### config.mk
export PLATFORM = sky130hd
export DESIGN_NAME = getir_coz_tamponu
export DESIGN_NICKNAME = d
export VERILOG_FILES = /design/src/rtl/getir_coz_tamponu.sv
export SDC_FILE = /design/constraint.sdc
export NUM_CORES = 1
export LEC_CHECK = 0
export ABC_AREA = 1
export CAP_MARGIN = 20
export CORE_ASPECT_RATIO = 0.8
export CORE_MARGIN = 1.5
export CORE_UTILIZATION = 49
export DETAILED_ROUTE_END_ITERATION = 10
export PLACE_DENSITY = 0.8
export SKIP_CTS_REPAIR_TIMING = 1
export SYNTH_ARGS = -nofsm -noshare
export SYNTH_HDL_FRONTEND = slang
export SYNTH_SLANG_ARGS = --single-unit
### constraint.sdc
create_clock -name clk_i -period 7.66 [get_ports clk_i]
set_input_delay 1.149 -clock clk_i [delete_from_list [all_inputs] [get_ports clk_i]]
set_output_delay 1.149 -clock clk_i [all_outputs]
set_load 0.01 [all_outputs]
### src/rtl/getir_coz_tamponu.sv
// Fetch-to-decode instruction buffer: a small circular FIFO of {PC, instruction, taken-prediction}.
// The head entry is presented combinationally; a NOP is presented when the buffer is empty.
module getir_coz_tamponu #(
    parameter int          DERINLIK   = 2,
    parameter logic [31:0] BOS_BUYRUK = 32'h0000_0013
) (
    input  logic        clk_i,
    input  logic        rst_i,
    input  logic        getir_gecerli_i,
    input  logic [31:0] getir_ps_i,
    input  logic [31:0] getir_buyruk_i,
    input  logic        getir_ongoru_i,
    output logic        getir_hazir_o,
    input  logic        temizle_i,
    input  logic        durdur_i,
    output logic        coz_gecerli_o,
    output logic [31:0] coz_ps_o,
    output logic [31:0] coz_buyruk_o,
    output logic        coz_ongoru_o,
    output logic [2:0]  doluluk_o
);

    localparam int             PW      = (DERINLIK > 2) ? 2 : 1;
    localparam logic [PW-1:0]  SON_IDX = PW'(DERINLIK - 1);
    localparam logic [2:0]     DER_W   = 3'(DERINLIK);

    logic [31:0]   ps_mem     [DERINLIK];
    logic [31:0]   buyruk_mem [DERINLIK];
    logic          ongoru_mem [DERINLIK];

    logic [PW-1:0] wr_ptr_q, wr_ptr_d;
    logic [PW-1:0] rd_ptr_q, rd_ptr_d;
    logic [2:0]    doluluk_q, doluluk_d;

    logic push;
    logic pop;

    function automatic logic [PW-1:0] ptr_inc(input logic [PW-1:0] p);
        return (p == SON_IDX) ? '0 : p + 1'b1;
    endfunction

    assign getir_hazir_o = (doluluk_q < DER_W);
    assign coz_gecerli_o = (doluluk_q != 3'd0);
    assign doluluk_o     = doluluk_q;

    assign push = getir_gecerli_i & getir_hazir_o & ~temizle_i;
    assign pop  = coz_gecerli_o & ~durdur_i & ~temizle_i;

    // Empty buffer shows a NOP so decode never sees stale storage contents.
    assign coz_ps_o     = coz_gecerli_o ? ps_mem[rd_ptr_q]     : 32'd0;
    assign coz_buyruk_o = coz_gecerli_o ? buyruk_mem[rd_ptr_q] : BOS_BUYRUK;
    assign coz_ongoru_o = coz_gecerli_o ? ongoru_mem[rd_ptr_q] : 1'b0;

    always_comb begin
        wr_ptr_d  = wr_ptr_q;
        rd_ptr_d  = rd_ptr_q;
        doluluk_d = doluluk_q;
        if (temizle_i) begin
            wr_ptr_d  = '0;
            rd_ptr_d  = '0;
            doluluk_d = 3'd0;
        end else begin
            if (push) begin
                wr_ptr_d = ptr_inc(wr_ptr_q);
            end
            if (pop) begin
                rd_ptr_d = ptr_inc(rd_ptr_q);
            end
            if (push && !pop) begin
                doluluk_d = doluluk_q + 3'd1;
            end else if (pop && !push) begin
                doluluk_d = doluluk_q - 3'd1;
            end
        end
    end

    always_ff @(posedge clk_i) begin
        if (rst_i) begin
            wr_ptr_q  <= '0;
            rd_ptr_q  <= '0;
            doluluk_q <= 3'd0;
        end else begin
            wr_ptr_q  <= wr_ptr_d;
            rd_ptr_q  <= rd_ptr_d;
            doluluk_q <= doluluk_d;
        end
    end

    // Storage is deliberately not reset; the count alone decides what is valid.
    for (genvar gi = 0; gi < DERINLIK; gi++) begin : g_kayit
        always_ff @(posedge clk_i) begin
            if (!rst_i && push && (wr_ptr_q == PW'(gi))) begin
                ps_mem[gi]     <= getir_ps_i;
                buyruk_mem[gi] <= getir_buyruk_i;
                ongoru_mem[gi] <= getir_ongoru_i;
            end
        end
    end

endmodule

==> summary.md <==
| Metric | Value |
|---|---|
| Status | finished, final reports clean |
| Slew headroom | 51.3% |
| Most frequent cell after synthesis | nand2_1 |
| Final Cell Area | 7730 um2 |
| CTS tree | built |
| Htree depth | 4 |
| Worst Max-Slew Pin Slew | 731 ps |
| RePlAce Congestion | 0.738 |
| Worst Setup Path Type | reg2out |
| Logic pwr share | 9.6% |
| Initial antenna violation count | 0 |
| CTS sink count | 136 |
| Total GRT Usage | 20.5% |
| Worst path buffer plus inverter count | 3 |
| CTS clk-pin slew, worst paths | 50 ps |
| Core Region | 10900 um2 |
| Syn Nets | 588 |
| Flops & latches, synth | 136 |
| Compound-Gate Fraction of Synth Area | 0.542% |
| Clock skew | 8.08 ps |
| Initial Util | 50.7% |
| Commonest cells post-synth | nand2_1 (263), edfxtp_1 (130), inv_1 (71) |
| Die width | 122 um |
| Power per cell area | 249 nW/um2 |
| Top cells by area, synth | edfxtp_1 (70%), nand2_1 (18%), inv_1 (4.8%), dfxtp_1 (2.2%), buf_2 (1.5%) |
| Min Clock Period, post-route | 3540 ps |
| Req. time, crit path | 6510 ps |
| Hold path depth | 2 |
| Pin count of the biggest net entering global routing | 70 |
| Multiplexer share of the synthesized area | 0% |
| Worst setup EP type | output port |
| Clk_lat worst skew | 410 ps |
| Hold Crit Class | reg2reg |
| Total grt overflow | 0 |
| Worst setup SP type | flip-flop |
| Sequential cell area | 4030 um2 |
| Slew Limit Fails | 0 |
| P_leak | 3.36 nW |
| Antenna diode count | 0 |
| # setup viols final | 0 |
| I/O pin total | 140 |
| # fillers | 758 |
| Crit Path Max Fanout | 69 |
| Max_cap viols | 0 |
| Clk pwr share | 46.9% |
| Synthesis-to-layout area growth | 39.5% |
| DRT iter0 DRCs | 213 |
| Largest family of logic cells by synthesized area | simple AND/OR/NAND/NOR gates |
| Share of flip-flops with an asynchronous set or reset | 0% |
| Internal power | 0.00154 W |
| Nets | 732 |
| Final Hold Viols | 0 |
| Post-Syn Instances | 516 |
| Final core area utilization | 70.7% |
| Pre-CTS setup slack | 4440 ps |
| Root buffer cell | clkbuf_16 |
| Flop pwr share | 43.5% |
| Std-Cell Rows | 34 |
| Top_reg_cell synth | edfxtp_1 |
| IO Port Bufs | 139 |
| Mean Syn Cell Area | 10.7 um2 |
| F_max | 282 MHz |
| Vias in the first global route | 3856 |
| FF-to-FF path depth | 13 |
| Vias per inst | 4.75 |
| Net Sw Power | 0.000390 W |
| Final WS setup | 4120 ps |
| DIE HEIGHT | 98.1 um |
| Detailed Route WL | 12.0 mm |
| Number of synthesized flops with an enable pin | 130 |
| Share of cells above drive strength 1 | 6.25% |
| Post-DP Area | 7050 um2 |
| Worst-case clock buffer depth | 2 |
| Yosys warns | 0 |
| DR WL/cell | 14.7 um |
| CP top delay family | buffers and inverters |
| Sequential area share after synthesis | 72.6% |
| Post-Synth Adder-Cell Area | 0.587% |
| Post-synthesis xor/xnor area fraction | 0% |
| Full die area | 12000 um2 |
| Post-detail-place hpwl | 7.04 mm |
| Peak per-stage delay on the critical path | 580 ps |
| Period Utilization, post-route | 46.2% |
| RSZ-0062 raised after global routing | false |
| Drt pass-1 iters | 4 |
| Yosys top cell by area | edfxtp_1 |
| Switch share | 20.2% |
| Slowest cell on the critical path | buf_4 |
| First-pass GRT wire length | 18.4 mm |
| Arr. time, crit path | 2390 ps |
| Simple-Gate Fraction of Synth Area | 19.4% |
| Critical path depth | 6 |
| Library cells used by synthesis | 17 |
| Post-synth top area share | 70.5% |
| CTS buffer count | 17 |
| Area taken by multi-input logic gates | 1140 um2 |
| Post-route ant nets | 0 |
| Vias | 3880 |
| DRC | 0 |
| IR drop worst, VDD | 0.000184 V |
| CP cell instances | nor2_4 -> nand2_2 -> buf_4 -> nand2_1 -> inv_1 -> clkdlybuf4s50_1 |
| Setup TNS | 0 ps |
| Area of the mapped netlist | 5540 um2 |
==> layout by cell type, fill, tap and decap left out, types with 2 or more instances in the layout <==
cell type / instances
a21oi_1: 4
clkbuf_16: 17
clkinvlp_4: 3
edfxtp_1: 130
buf_4: 6
o21ai_0: 2
nand3_1: 5
nand2_1: 263
clkdlybuf4s50_1: 139
nor2_1: 7
dfxtp_1: 5
clkinv_4: 2
nor3_2: 2
bufinv_16: 6
inv_1: 70
clkbuf_1: 2
==> cells by family after synthesis <==
| logic type | count (synthesis) |
|---|---|
| AND/OR/NAND/NOR | 280 |
| flip-flops | 136 |
| buffers and inverters | 92 |
| AO/OA/AOI/OAI | 6 |
| adder cells (fa/ha/maj) | 2 |
==> power groups by stage <==
stage | Combinational, W | Clock (W) | Sequential [W]
floorplan | 0.0000757 | 0 | 0.000855
global placement | 0.000180 | 0 | 0.000852
detailed placement | 0.000183 | 0 | 0.000853
CTS | 0.000186 | 0.000920 | 0.000837
global route | 0.000201 | 0.000948 | 0.000838
finish | 0.000185 | 0.000903 | 0.000837
==> worst paths after layout <==
kind | startpoint | endpoint | slack (ps)
hold reg to reg | rd_ptr_q | flip-flop | 510
setup reg to reg | doluluk_o[1] | doluluk_o[2] | 5340
hold / removal | rd_ptr_q | flip-flop | 510
setup / recovery | doluluk_o[1] | coz_buyruk_o[14] | 4120
==> tightest hold or removal path, delay by kind of cell (launching register included) <==
family           cells  cell delay [ps]
flip-flops           1              330
AO/OA/AOI/OAI        1               50
AND/OR/NAND/NOR      1               90
==> layer usage <==
layer  vias up  part of all wire, %  GRT usage [%]
li1       1908                    -              -
met1      1797                   42           25.1
met2       151                   50           35.0
met3        24                  6.5           5.43
met4         0                  1.6           7.60
met5         -                    0              0
==> cell type report <==
class	count	area share, %
sequential	136	52.1
timing repair buffer	146	18.8
tap	144	2.33
multi-input combinational	288	14.8
inverter	71	3.45
clock inverter	12	2.91
clock buffer	19	5.60
==> flip-flops by register name (all words and copies together), names as in the netlist, named ones only <==
name        flops
ongoru_mem      2
wr_ptr_q        1
buyruk_mem     64
doluluk_o       3
rd_ptr_q        1
ps_mem         64
==> stage by stage <==
stage	hold slack, ps	cells	total power [W]
after floorplan	465	516	0.000930
after global placement	477	784	0.00103
after detailed placement	501	784	0.00104
after CTS	513	815	0.00194
after global routing	531	816	0.00199
final	508	816	0.00193
(Power assumes the default switching activity.)
